$ cat config.mk
export PLATFORM = sky130hd
export DESIGN_NAME = inv_mix_columns_seq_flat
export DESIGN_NICKNAME = d
export VERILOG_FILES = /design/src/rtl/aes_pkg.sv /design/src/rtl/inv_mix_columns_seq_if.sv /design/src/rtl/inv_mix_col.sv /design/src/rtl/inv_mix_columns_seq.sv /design/src/flat_wrapper.sv
export SDC_FILE = /design/constraint.sdc
export NUM_CORES = 1
export LEC_CHECK = 0
export CORE_ASPECT_RATIO = 1.4
export CORE_MARGIN = 4
export CORE_UTILIZATION = 57
export DETAILED_ROUTE_END_ITERATION = 8
export PLACE_DENSITY = 0.86
export SKIP_CTS_REPAIR_TIMING = 1
export SYNTH_ARGS = -nofsm -noshare
export SYNTH_HDL_FRONTEND = slang
export SYNTH_SLANG_ARGS = --single-unit
$ cat constraint.sdc
create_clock -name clk -period 9.42 [get_ports clk]
set_clock_uncertainty 0.2 [all_clocks]
set_input_delay 1.884 -clock clk [delete_from_list [all_inputs] [get_ports clk]]
set_output_delay 1.884 -clock clk [all_outputs]
set_load 0.005 [all_outputs]
$ cat src/rtl/aes_pkg.sv
// Shared AES constants, InvMixColumns FSM state type and GF(2^8) xtime helper.
// Latency: n/a (package only).
// Backpressure: n/a (package only).
// Used by inv_mix_col, inv_mix_columns_seq and inv_mix_columns_seq_if.
// Optional feature macro consumed by users of this package: INV_MIX_FWD_EN.
package aes_pkg;

  localparam int AES_STATE_W = 128;
  localparam int AES_COL_W   = 32;
  localparam int AES_BYTE_W  = 8;
  localparam int AES_NCOLS   = AES_STATE_W / AES_COL_W;

  // Low byte of the AES field polynomial x^8 + x^4 + x^3 + x + 1.
  localparam logic [AES_BYTE_W-1:0] GF_POLY = 8'h1B;

  typedef enum logic [1:0] {
    IDLE = 2'd0,
    BUSY = 2'd1,
    DONE = 2'd2
  } imc_state_e;

  // Multiply by x (0x02) in GF(2^8).
  function automatic logic [AES_BYTE_W-1:0] xtime(input logic [AES_BYTE_W-1:0] b);
    xtime = {b[AES_BYTE_W-2:0], 1'b0} ^ (b[AES_BYTE_W-1] ? GF_POLY : 8'h00);
  endfunction

endpackage

$ cat src/rtl/inv_mix_columns_seq_if.sv
// Handshake bundle for inv_mix_columns_seq: input state channel and output state channel.
// Latency: n/a (signal bundle only).
// Backpressure: valid/ready on both channels; data held by the sender until accepted.
// Signals: in_valid/in_ready/input_s (source -> block), out_valid/out_ready/output_s
// (block -> sink), plus fwd (source -> block) when INV_MIX_FWD_EN is defined.
// Modports: master = source/sink side, slave = the transform block.
interface inv_mix_columns_seq_if;
  import aes_pkg::*;

  logic                   in_valid;
  logic                   in_ready;
  logic [AES_STATE_W-1:0] input_s;
  logic                   out_valid;
  logic                   out_ready;
  logic [AES_STATE_W-1:0] output_s;
`ifdef INV_MIX_FWD_EN
  logic                   fwd;

  modport master (
    output in_valid, input_s, out_ready, fwd,
    input  in_ready, out_valid, output_s
  );

  modport slave (
    input  in_valid, input_s, out_ready, fwd,
    output in_ready, out_valid, output_s
  );
`else
  modport master (
    output in_valid, input_s, out_ready,
    input  in_ready, out_valid, output_s
  );

  modport slave (
    input  in_valid, input_s, out_ready,
    output in_ready, out_valid, output_s
  );
`endif

endinterface

$ cat src/rtl/inv_mix_col.sv
// One-column AES InvMixColumns (circulant 0E 0B 0D 09), or forward MixColumns when selected.
// Latency: combinational, 0 cycles.
// Backpressure: none; pure function of its inputs.
// Ports: col_i (32-bit column, a0 in the top byte), col_o (32-bit result, same layout),
// fwd (1 = forward MixColumns 02 03 01 01) only when INV_MIX_FWD_EN is defined.
module inv_mix_col
  import aes_pkg::*;
(
`ifdef INV_MIX_FWD_EN
  input  logic                 fwd,
`endif
  input  logic [AES_COL_W-1:0] col_i,
  output logic [AES_COL_W-1:0] col_o
);

  // Element i is column byte a_i (i = 0 is the top byte of the column).
  logic [3:0][AES_BYTE_W-1:0] a, x2, x4, x8;
  logic [3:0][AES_BYTE_W-1:0] m09, m0b, m0d, m0e;
  logic [3:0][AES_BYTE_W-1:0] inv_b;

  for (genvar i = 0; i < 4; i++) begin : g_byte
    assign a[i]  = col_i[AES_COL_W-1-AES_BYTE_W*i -: AES_BYTE_W];
    assign x2[i] = xtime(a[i]);
    assign x4[i] = xtime(x2[i]);
    assign x8[i] = xtime(x4[i]);

    assign m09[i] = x8[i] ^ a[i];
    assign m0b[i] = x8[i] ^ x2[i] ^ a[i];
    assign m0d[i] = x8[i] ^ x4[i] ^ a[i];
    assign m0e[i] = x8[i] ^ x4[i] ^ x2[i];

    // Row i of the circulant is the base row rotated right by i.
    assign inv_b[i] = m0e[i] ^ m0b[(i+1)%4] ^ m0d[(i+2)%4] ^ m09[(i+3)%4];

`ifdef INV_MIX_FWD_EN
    logic [AES_BYTE_W-1:0] fwd_b;
    // 03*a = xtime(a) ^ a, so forward mode reuses the x2 stage.
    assign fwd_b = x2[i] ^ (x2[(i+1)%4] ^ a[(i+1)%4]) ^ a[(i+2)%4] ^ a[(i+3)%4];
    assign col_o[AES_COL_W-1-AES_BYTE_W*i -: AES_BYTE_W] = fwd ? fwd_b : inv_b[i];
`else
    assign col_o[AES_COL_W-1-AES_BYTE_W*i -: AES_BYTE_W] = inv_b[i];
`endif
  end

endmodule

$ cat src/rtl/inv_mix_columns_seq.sv
// Column-serial AES InvMixColumns over a 128-bit state, COLS_PER_CYCLE columns per cycle.
// Latency: 4/COLS_PER_CYCLE cycles accept-to-out_valid; one state per 4/COLS_PER_CYCLE+1 cycles.
// Backpressure: result held in DONE until out_ready; in_ready only in IDLE or DONE&out_ready.
// Ports: clk, rst (sync, active-high), bus (inv_mix_columns_seq_if.slave: in_valid/in_ready/
// input_s, out_valid/out_ready/output_s, plus fwd when INV_MIX_FWD_EN is defined).
// Optional feature: INV_MIX_FWD_EN adds a per-state fwd select (forward MixColumns).
module inv_mix_columns_seq
  import aes_pkg::*;
#(
  parameter int COLS_PER_CYCLE = 1
)(
  input  logic                  clk,
  input  logic                  rst,
  inv_mix_columns_seq_if.slave  bus
);

  if (COLS_PER_CYCLE != 1 && COLS_PER_CYCLE != 2 && COLS_PER_CYCLE != 4) begin : g_bad_cfg
    $error("inv_mix_columns_seq: COLS_PER_CYCLE must be 1, 2 or 4");
  end

  localparam int         N        = COLS_PER_CYCLE;
  localparam logic [1:0] LAST_COL = 2'(AES_NCOLS - N);
  localparam logic [1:0] COL_STEP = 2'(N);

  // Column c of the state lives in packed element 3-c, so element index = ~c for a 2-bit c.
  typedef logic [AES_NCOLS-1:0][AES_COL_W-1:0] state_cols_t;

  imc_state_e  state_q, state_d;
  logic [1:0]  col_q, col_d;
  state_cols_t work_q, work_d;
  state_cols_t out_s_q, out_s_d;
  logic        out_valid_q, out_valid_d;
  logic        in_ready;
  logic        accept;
`ifdef INV_MIX_FWD_EN
  logic        fwd_q, fwd_d;
`endif

  logic [1:0]           grp_col [N];
  logic [AES_COL_W-1:0] grp_in  [N];
  logic [AES_COL_W-1:0] grp_out [N];

  for (genvar g = 0; g < N; g++) begin : g_col
    assign grp_col[g] = col_q + 2'(g);
    assign grp_in[g]  = work_q[~grp_col[g]];

    inv_mix_col u_col (
`ifdef INV_MIX_FWD_EN
      .fwd   (fwd_q),
`endif
      .col_i (grp_in[g]),
      .col_o (grp_out[g])
    );
  end

  always_comb begin
    in_ready    = !rst && ((state_q == IDLE) || ((state_q == DONE) && bus.out_ready));
    accept      = in_ready && bus.in_valid;

    state_d     = state_q;
    col_d       = col_q;
    work_d      = work_q;
    out_s_d     = out_s_q;
    out_valid_d = out_valid_q;
`ifdef INV_MIX_FWD_EN
    fwd_d       = fwd_q;
`endif

    case (state_q)
      IDLE: begin
        if (accept) begin
          work_d  = bus.input_s;
          col_d   = '0;
          state_d = BUSY;
`ifdef INV_MIX_FWD_EN
          fwd_d   = bus.fwd;
`endif
        end
      end

      BUSY: begin
        for (int g = 0; g < N; g++) begin
          work_d[~grp_col[g]] = grp_out[g];
        end
        if (col_q == LAST_COL) begin
          col_d       = '0;
          state_d     = DONE;
          out_s_d     = work_d;
          out_valid_d = 1'b1;
        end else begin
          col_d = col_q + COL_STEP;
        end
      end

      DONE: begin
        if (bus.out_ready) begin
          out_valid_d = 1'b0;
          if (accept) begin
            // Back-to-back: next state enters in the same cycle the result leaves.
            work_d  = bus.input_s;
            col_d   = '0;
            state_d = BUSY;
`ifdef INV_MIX_FWD_EN
            fwd_d   = bus.fwd;
`endif
          end else begin
            state_d = IDLE;
          end
        end
      end

      default: state_d = IDLE;
    endcase
  end

  always_ff @(posedge clk) begin
    if (rst) begin
      state_q     <= IDLE;
      col_q       <= '0;
      work_q      <= '0;
      out_s_q     <= '0;
      out_valid_q <= 1'b0;
`ifdef INV_MIX_FWD_EN
      fwd_q       <= 1'b0;
`endif
    end else begin
      state_q     <= state_d;
      col_q       <= col_d;
      work_q      <= work_d;
      out_s_q     <= out_s_d;
      out_valid_q <= out_valid_d;
`ifdef INV_MIX_FWD_EN
      fwd_q       <= fwd_d;
`endif
    end
  end

  assign bus.in_ready  = in_ready;
  assign bus.out_valid = out_valid_q;
  assign bus.output_s  = out_s_q;

endmodule

$ cat src/flat_wrapper.sv
// flat-port wrapper written by rule: the top's interface ports become plain ports
module inv_mix_columns_seq_flat import aes_pkg::*;
#(
  parameter int COLS_PER_CYCLE = 1
)
  (clk, rst, bus_in_valid, bus_input_s, bus_out_ready, bus_in_ready, bus_out_valid, bus_output_s);
  inv_mix_columns_seq_if bus_i ();
  input  logic clk;
  input  logic rst;
  input wire logic [$bits(bus_i.in_valid)-1:0] bus_in_valid;
  input wire logic [$bits(bus_i.input_s)-1:0] bus_input_s;
  input wire logic [$bits(bus_i.out_ready)-1:0] bus_out_ready;
  output wire logic [$bits(bus_i.in_ready)-1:0] bus_in_ready;
  output wire logic [$bits(bus_i.out_valid)-1:0] bus_out_valid;
  output wire logic [$bits(bus_i.output_s)-1:0] bus_output_s;
  assign bus_i.in_valid = bus_in_valid;
  assign bus_i.input_s = bus_input_s;
  assign bus_i.out_ready = bus_out_ready;
  assign bus_in_ready = bus_i.in_ready;
  assign bus_out_valid = bus_i.out_valid;
  assign bus_output_s = bus_i.output_s;
  inv_mix_columns_seq #(.COLS_PER_CYCLE(COLS_PER_CYCLE)) u_core (.clk(clk), .rst(rst), .bus(bus_i));
endmodule
# Word-level counts from Yosys, hierarchy flattened
# Cells that the tools add are included.
# word_totals
register_bits,261
output_inout_bits,130
wordCells,114
# op_classes
addsub,1
magnitude_cmp,2
n_eq_ne,6
mux,32
n_bitwise,49
n_reduce_logical,13
# op_table
cell,count
128-bit one-hot mux with 3 select lines,1
8-bit bitwise XOR,37
128-bit two-way mux,2
128-bit bitwise mux,1
8-bit by 5-bit bitwise XOR with 8-bit output,11
32-bit binary-select mux with 2-bit select,1
32-bit demux with 2-bit select,1
32-bit two-way mux,2
5-bit two-way mux,12
2-bit two-way mux,6
2-bit one-hot mux with 3 select lines,2
3-bit AND reduction,2
"2-bit equality test, second input constant",2
1-bit logical AND,4
"2-bit by 1-bit != test with 1-bit output, second input constant",2
2-bit AND reduction,2
"2-bit by 3-bit less-than comparator with 1-bit output, second input constant",1
1-bit two-way mux,3
3-bit nonzero test,1
"2-bit by 1-bit adder with 2-bit output, second input constant",1
"2-bit by 1-bit equality test with 1-bit output, second input constant",1
"2-bit by 1-bit >= comparator with 1-bit output, second input constant",1
2-bit logical NOT,1
"2-bit != test, second input constant",1
other kinds (5),5

# Logic depth before layout (Yosys ltp)
# Gate-level depths: netlist of run 1.
# depth
depth_word,16
ltp_mapped,12
depth_no_buf,7

# Modules after synthesis
# A second synthesis of run 1 with hierarchy kept.
# hier_totals
hier_cells,1461
area_unflattened_um2,14164.8
# modules_own_cells
mod,instances,cells_each,area_each_um2
inv_mix_columns_seq,1,1253,11917.7
inv_mix_col,1,208,2247.2

# Worst setup path after synthesis of run 1
# Ideal clock, no wire load.
# synth_path
kind,in2out
from,in rst
to,out bus_in_ready
t_arrival_ps,2375
path_slack_ps,4961
path_stages,2
cell_sequence,clkbuf_1 -> a211oi_1
# synth_via
elab_chain_cells,2
# synth_lines
element,line,source
from (decl),flat_wrapper.sv:9,input logic rst;
1-bit logical NOT,inv_mix_columns_seq.sv:57,in_ready = !rst && ((state_q == IDLE) || ((state_q == DONE) && bus.out_ready));
1-bit logical AND,inv_mix_columns_seq.sv:57,
to (decl),flat_wrapper.sv:13,output wire logic [$bits(bus_i.in_ready)-1:0] bus_in_ready;
# Every way passes these cells.

# Worst setup path in the final report of run 1
# layout_path
from,in bus_out_ready
to,out bus_in_ready
# layout_via
elab_chain_cells,3
# layout_lines
element,line,source
from (decl),flat_wrapper.sv:12,input wire logic [$bits(bus_i.out_ready)-1:0] bus_out_ready;
1-bit logical AND,inv_mix_columns_seq.sv:57,
1-bit logical OR,inv_mix_columns_seq.sv:57,
1-bit logical AND,inv_mix_columns_seq.sv:57,
# Every way passes these cells.

==> results of run 1 <==
-- cells by family after synthesis --
logic type                 share of synthesized area, %
DFF                                                36.7
adders and majority gates                         0.351
and+or+nand+nor                                    13.2
muxes                                              12.2
AOI/OAI and AO/OA                                  15.0
buffers and inverters                              4.76
xor gates and xnor gates                           17.8
-- per-stage QoR --
| step | util (%) | hold WS [ns] | instance area [µm²] | worst slack [ns] | std cells |
|---|---|---|---|---|---|
| 2_1_floorplan | - | 0.237 | 14200 | 4.96 | 1495 |
| 4_1_cts | 71.4 | 0.259 | 17600 | 3.96 | 2004 |
| 3_5_place_dp | 68.1 | 0.250 | 16800 | 3.96 | 1958 |
| 6_report | 71.5 | 0.256 | 17600 | 3.93 | 2008 |
| 3_3_place_gp | 68.1 | 0.242 | 16800 | 4.06 | 1958 |
| 5_1_grt | 71.5 | 0.281 | 17600 | 3.88 | 2007 |
-- state kept, by name, indices dropped and copies added, names as in the netlist --
register	count
u_core.work_q	128
u_core.bus.output_s	128
u_core.col_q	2
u_core.state_q	2
u_core.bus.out_valid	1
-- final cells by class --
type                            count  area, µm²  area share (%)
Multi-Input combinational cell   1095       8380            47.5
Clock buffer                       38        734            4.16
Timing Repair Buffer              282       2770            15.7
Sequential cell                   261       5230            29.6
Clock inverter                      8        100           0.568
Antenna cell                        4       10.0          0.0568
Tap cell                          315        394            2.23
Inverter                            5       18.8           0.106
-- final timing paths --
kind                               start                 endpoint  cells after the start
setup / recovery           bus_out_ready             bus_in_ready                      4
hold / removal    u_core.bus.output_s[2]   u_core.bus.output_s[2]                      2
setup reg to reg         u_core.col_q[1]  u_core.bus.output_s[36]                      8
hold reg to reg   u_core.bus.output_s[2]   u_core.bus.output_s[2]                      2
-- routing by layer --
metal,track usage [%],vias to the layer above,share of wire [%]
met5,0,-,0
met2,57.0,837,48
met4,16.7,0,5.4
met1,44.8,6068,37
met3,5.17,156,9.4
li1,-,5650,-
-- critical path: cells and delay by family --
kind	cells	cell delay [ns]
AOI/OAI and AO/OA	1	0.35
buffers and inverters	3	1.17
-- cell usage in the layout, fill, tap and decap left out, types with 3 or more instances in the layout --
cell type,count
a31oi_1,12
clkbuf_16,25
dfxtp_1,260
nor2b_1,6
o21ai_0,15
clkinv_2,3
diode_2,4
clkbuf_8,7
xnor2_4,9
ha_2,3
nor2_1,197
o211ai_1,3
mux2i_1,87
nand2_1,195
nor4_1,23
clkdlybuf4s50_1,260
o22ai_1,3
xnor3_1,31
nand2b_1,3
a2bb2oi_1,5
mux2_2,11
a222oi_1,14
clkbuf_1,7
xnor2_2,27
o211a_1,3
a22oi_1,52
buf_4,21
mux4_1,7
xnor3_4,4
inv_1,5
nor3_1,14
xnor3_2,5
xor2_1,23
xnor2_1,68
mux4_2,24
nand3_1,19
a211oi_1,92
a221oi_1,3
a21oi_1,115
==> impl_metrics.toml, run 1 <==
[worst_setup_path]
cp_common_cell = "clkdlybuf4s50_1"
path_class = "primary input to primary output"
rrSetupSlack_ns = 4.80
end_kind = "primary output"
arrival_ns = 3.41
crit_path_top_delay_cell = "clkdlybuf4s50_1"
critPathRequiredTime_ns = 7.34
path_cells = "clkdlybuf4s50_1 > inv_1 > a211oi_1 > clkdlybuf4s50_1"
slowest_delay_ns = 0.57
cp-start-kind = "primary input"
cp_max_fo = 3

[placed_design]
hpwl_um = 35100
port_buffers = 261
place_congestion = 0.991

[route]
via_per_inst = 6.33
dr.pass1.iters = 6
drt_wl_total_um = 49600
drc = 0
wl_per_cell_um = 24.7
dr.first_iter.drc_count = 1527
vias = 12711
drtAntennaViolNets = 0

[clock_tree]
clock_sinks = 261
root_buffer = "clkbuf_16"
clkTransAtPathRegs_ns = 0.06
clk_latency_ns = 0.54
cts.path.max_buffers = 3
htreeDepth = 1
cts_tree = "yes"
cts_inserted_buffers = 25

[floorplanning]
initial_core_util_pct = 57.7
placementRows = 68
die-area_um2 = 27600
ios = 262
design.core.area_um2 = 24700
chipWidth_um = 142
die_y_um = 195

[grt]
track_usage_pct = 34.7
gr-total-overflow = 0
grt_max_degree = 109
grt_pass1_vias = 12524
antenna_found_initial = 5
grt_pass1_wl_um = 74700

[logic_synthesis]
synth_most_common_cell = "dfxtp_1"
synthCells = 1495
async_flop_share_pct = 0
synth_top_area_share_pct = 36.7
yosysTopAreaCell = "dfxtp_1"
yosysWarnings = 0
synth_area_leaders = "dfxtp_1, mux2i_1, nor2_1"
ys_ff_latch = 261
synth_nets = 1631
synth_area_per_cell_um2 = 9.53
synth-main-ff-cell = "dfxtp_1"
yosysSeqAreaShare_pct = 36.7
synth_edf_count = 0
ys_types = 50
syn_area_um2 = 14200
synth_commonest_cells = "dfxtp_1, nor2_1, nand2_1"

[flow_run]
max_cap_violations = 0

[layout]
area_growth_pct = 23.8
nets = 1806
drive_gt1_share_pct = 9.30
nFillCells = 1843

[timing]
worst_pin_slew_ns = 1.21
slew_headroom_pct = 19.0
finalCriticalPeriod_ns = 5.49
final-hold-violation-count = 0
rsz0062_at_grt = "no"
totalNegativeSetupSlack_ns = 0
setup_violations = 0
drv_slew = 0
post-route-period-util_pct = 58.3
fmax_mhz = 182

[min_path]
hold_path_class = "register to register"

[run_status]
status = "finished, final reports clean"
Power of run 1 is not shown: default switching activity piles up to over one toggle a cycle in this logic, so the estimate is an artifact.
==> run 2, diff against run 1 <==
CORE_UTILIZATION = 48   (was 57)
PLACE_DENSITY = 0.77   (was 0.86)
clock period = 4.46 ns   (was 9.42 ns; I/O delays follow)
==> run 2 against run 1 <==
  * Cell area increased by 3.4%
  * Count of clock-buffer cells in the layout fell by 7
  * Setup slack lost 3.5 ns
  * Global-route usage fell by 2.4 points
  * First-iteration DRC count increased by 2.9%
  * Core utilization down 9.2 points
  * Critical path depth grew 4
  * Cell count up 5.4%
  * Hold slack lost 0.0031 ns
  * Sequential share of layout area fell by 0.97 points
  * Critical path type is now register to register
==> impl_metrics.toml, run 2 (synthesis gave the netlist of run 1 again) <==
[clock_tree]
cts_inserted_buffers = 26
clk_latency_ns = 0.56
cts.path.max_buffers = 3
clkTransAtPathRegs_ns = 0.06
cts_tree = "yes"
clock_sinks = 261
htreeDepth = 1
root_buffer = "clkbuf_16"

[grt]
grt_pass1_vias = 12445
antenna_found_initial = 0
grt_util_met1_pct = 42.8
use_met3_pct = 3.72
gr-total-overflow = 0
track_usage_pct = 32.3
grt_max_degree = 125
grt.busiest_layer = "met2"
grtUsageMet2_pct = 53.6
grt_pass1_wl_um = 80500

[timing]
setup_violations = 0
finalCriticalPeriod_ns = 4.03
totalNegativeSetupSlack_ns = 0
drv_slew = 0
slew_headroom_pct = 31.1
rsz0062_at_grt = "no"
fmax_mhz = 248
post-route-period-util_pct = 90.4
worst_pin_slew_ns = 1.03
final-hold-violation-count = 0

[layout]
diodes = 0
nFillCells = 2507
multi_input_area_um2 = 8380
nets = 1852
final_cell_mix = "clkdlybuf4s50_1, dfxtp_1, nor2_1"
register_area_um2 = 5230
finalNonFillerCells = 2116
area_growth_pct = 28.0
drive_gt1_share_pct = 12.1

[worst_setup_path]
path_class = "register to register"
cp_max_fo = 16
cp-start-kind = "register"
path_buf_inv = 1
r2r_end = "u_core.bus.output_s[68]"
slowest_delay_ns = 0.68
arrival_ns = 4.27
cp_common_cell = "xnor3_1"
critPathRequiredTime_ns = 4.70
crit_path_top_delay_cell = "mux4_1"
end_kind = "register"
rrSetupSlack_ns = 0.43
rr_startpoint = "u_core.col_q[1]"
worst-r2r-cell-count = 8
path_cells = "buf_12 > mux4_1 > xnor3_1 > xnor3_1 > xnor3_1 > xnor2_2 > mux2i_1 > a211oi_1"
cp_top_family = "XOR/XNOR gates"

[min_path]
min_path_cells = 2
hold_path_class = "register to register"
min_from = "u_core.bus.output_s[17]"
holdPathEnd = "u_core.bus.output_s[17]"

[floorplanning]
die_y_um = 212
ios = 262
initial_core_util_pct = 48.7
die-area_um2 = 32500
placementRows = 74
design.core.area_um2 = 29300
chipWidth_um = 154

[flow_run]
max_cap_violations = 0

[placed_design]
port_buffers = 261
place_congestion = 0.969
hpwl_um = 39500
dp_cells = 2068

[route]
drt_wl_total_um = 54600
vias = 12894
drtAntennaViolNets = 0
wl_per_cell_um = 25.8
drc = 0
via_per_inst = 6.09
dr.first_iter.drc_count = 1571
dr.pass1.iters = 6

[run_status]
status = "finished, final reports clean"
[run 2: changes by cell type in the layout (fill, tap and decap cells not counted), sizes merged]
cell / before / now
diode: 4 / 0
clkinvlp: 1 / 5
clkbuf: 39 / 32
bufinv: 2 / 6
clkinv: 4 / 5
buf: 21 / 66
[run 2: cell type report]
| type | count | share of cell area [%] |
|---|---|---|
| well taps | 380 | 2.61 |
| flip-flops and latches | 261 | 28.7 |
| clock buffers | 31 | 3.89 |
| clock inverters | 17 | 1.44 |
| repair buffers | 327 | 17.3 |
| multi-input cells | 1095 | 46.0 |
| inverters | 5 | 0.103 |
[run 2: worst max-delay path by stage]
stage	to	from	depth (start not counted)
after detailed placement	u_core.work_q[115]	u_core.col_q[1]	8
after floorplan	u_core.bus.output_s[114]	u_core.col_q[1]	10
after CTS	u_core.work_q[115]	u_core.col_q[1]	8
after global routing	u_core.bus.output_s[91]	u_core.col_q[1]	8
final	u_core.bus.output_s[68]	u_core.col_q[1]	8
after global placement	u_core.work_q[115]	u_core.col_q[1]	8
[run 2: tightest hold or removal path: stages (launching register included)]
cell,delay [ns]
dfxtp_1,0.31
nand2_1,0.05
a21oi_1,0.05
[run 2: per-stage QoR]
step	hold slack [ns]	setup slack (ns)	utilization, %	area [µm²]
after floorplan	0.237	1.09	-	14200
after CTS	0.258	0.483	62.3	18200
after global placement	0.244	0.545	59.0	17300
after detailed placement	0.248	0.475	59.0	17300
after global routing	0.273	0.306	62.3	18200
final	0.253	0.427	62.3	18200
[run 2: metal layers]
layer,share of wire (%),vias up
met5,0,-
met4,5.1,0
met3,8.3,133
met2,48,772
met1,38,6245
li1,-,5744
Power of run 2 is left out for the same reason.
==> run 3, diff against run 2 <==
GPL_TIMING_DRIVEN = 1   (was unset)
==> results of run 3 <==
The final DEF is identical to that of run 2; final timing and power are the same.
Power of run 3 is left out for the same reason.
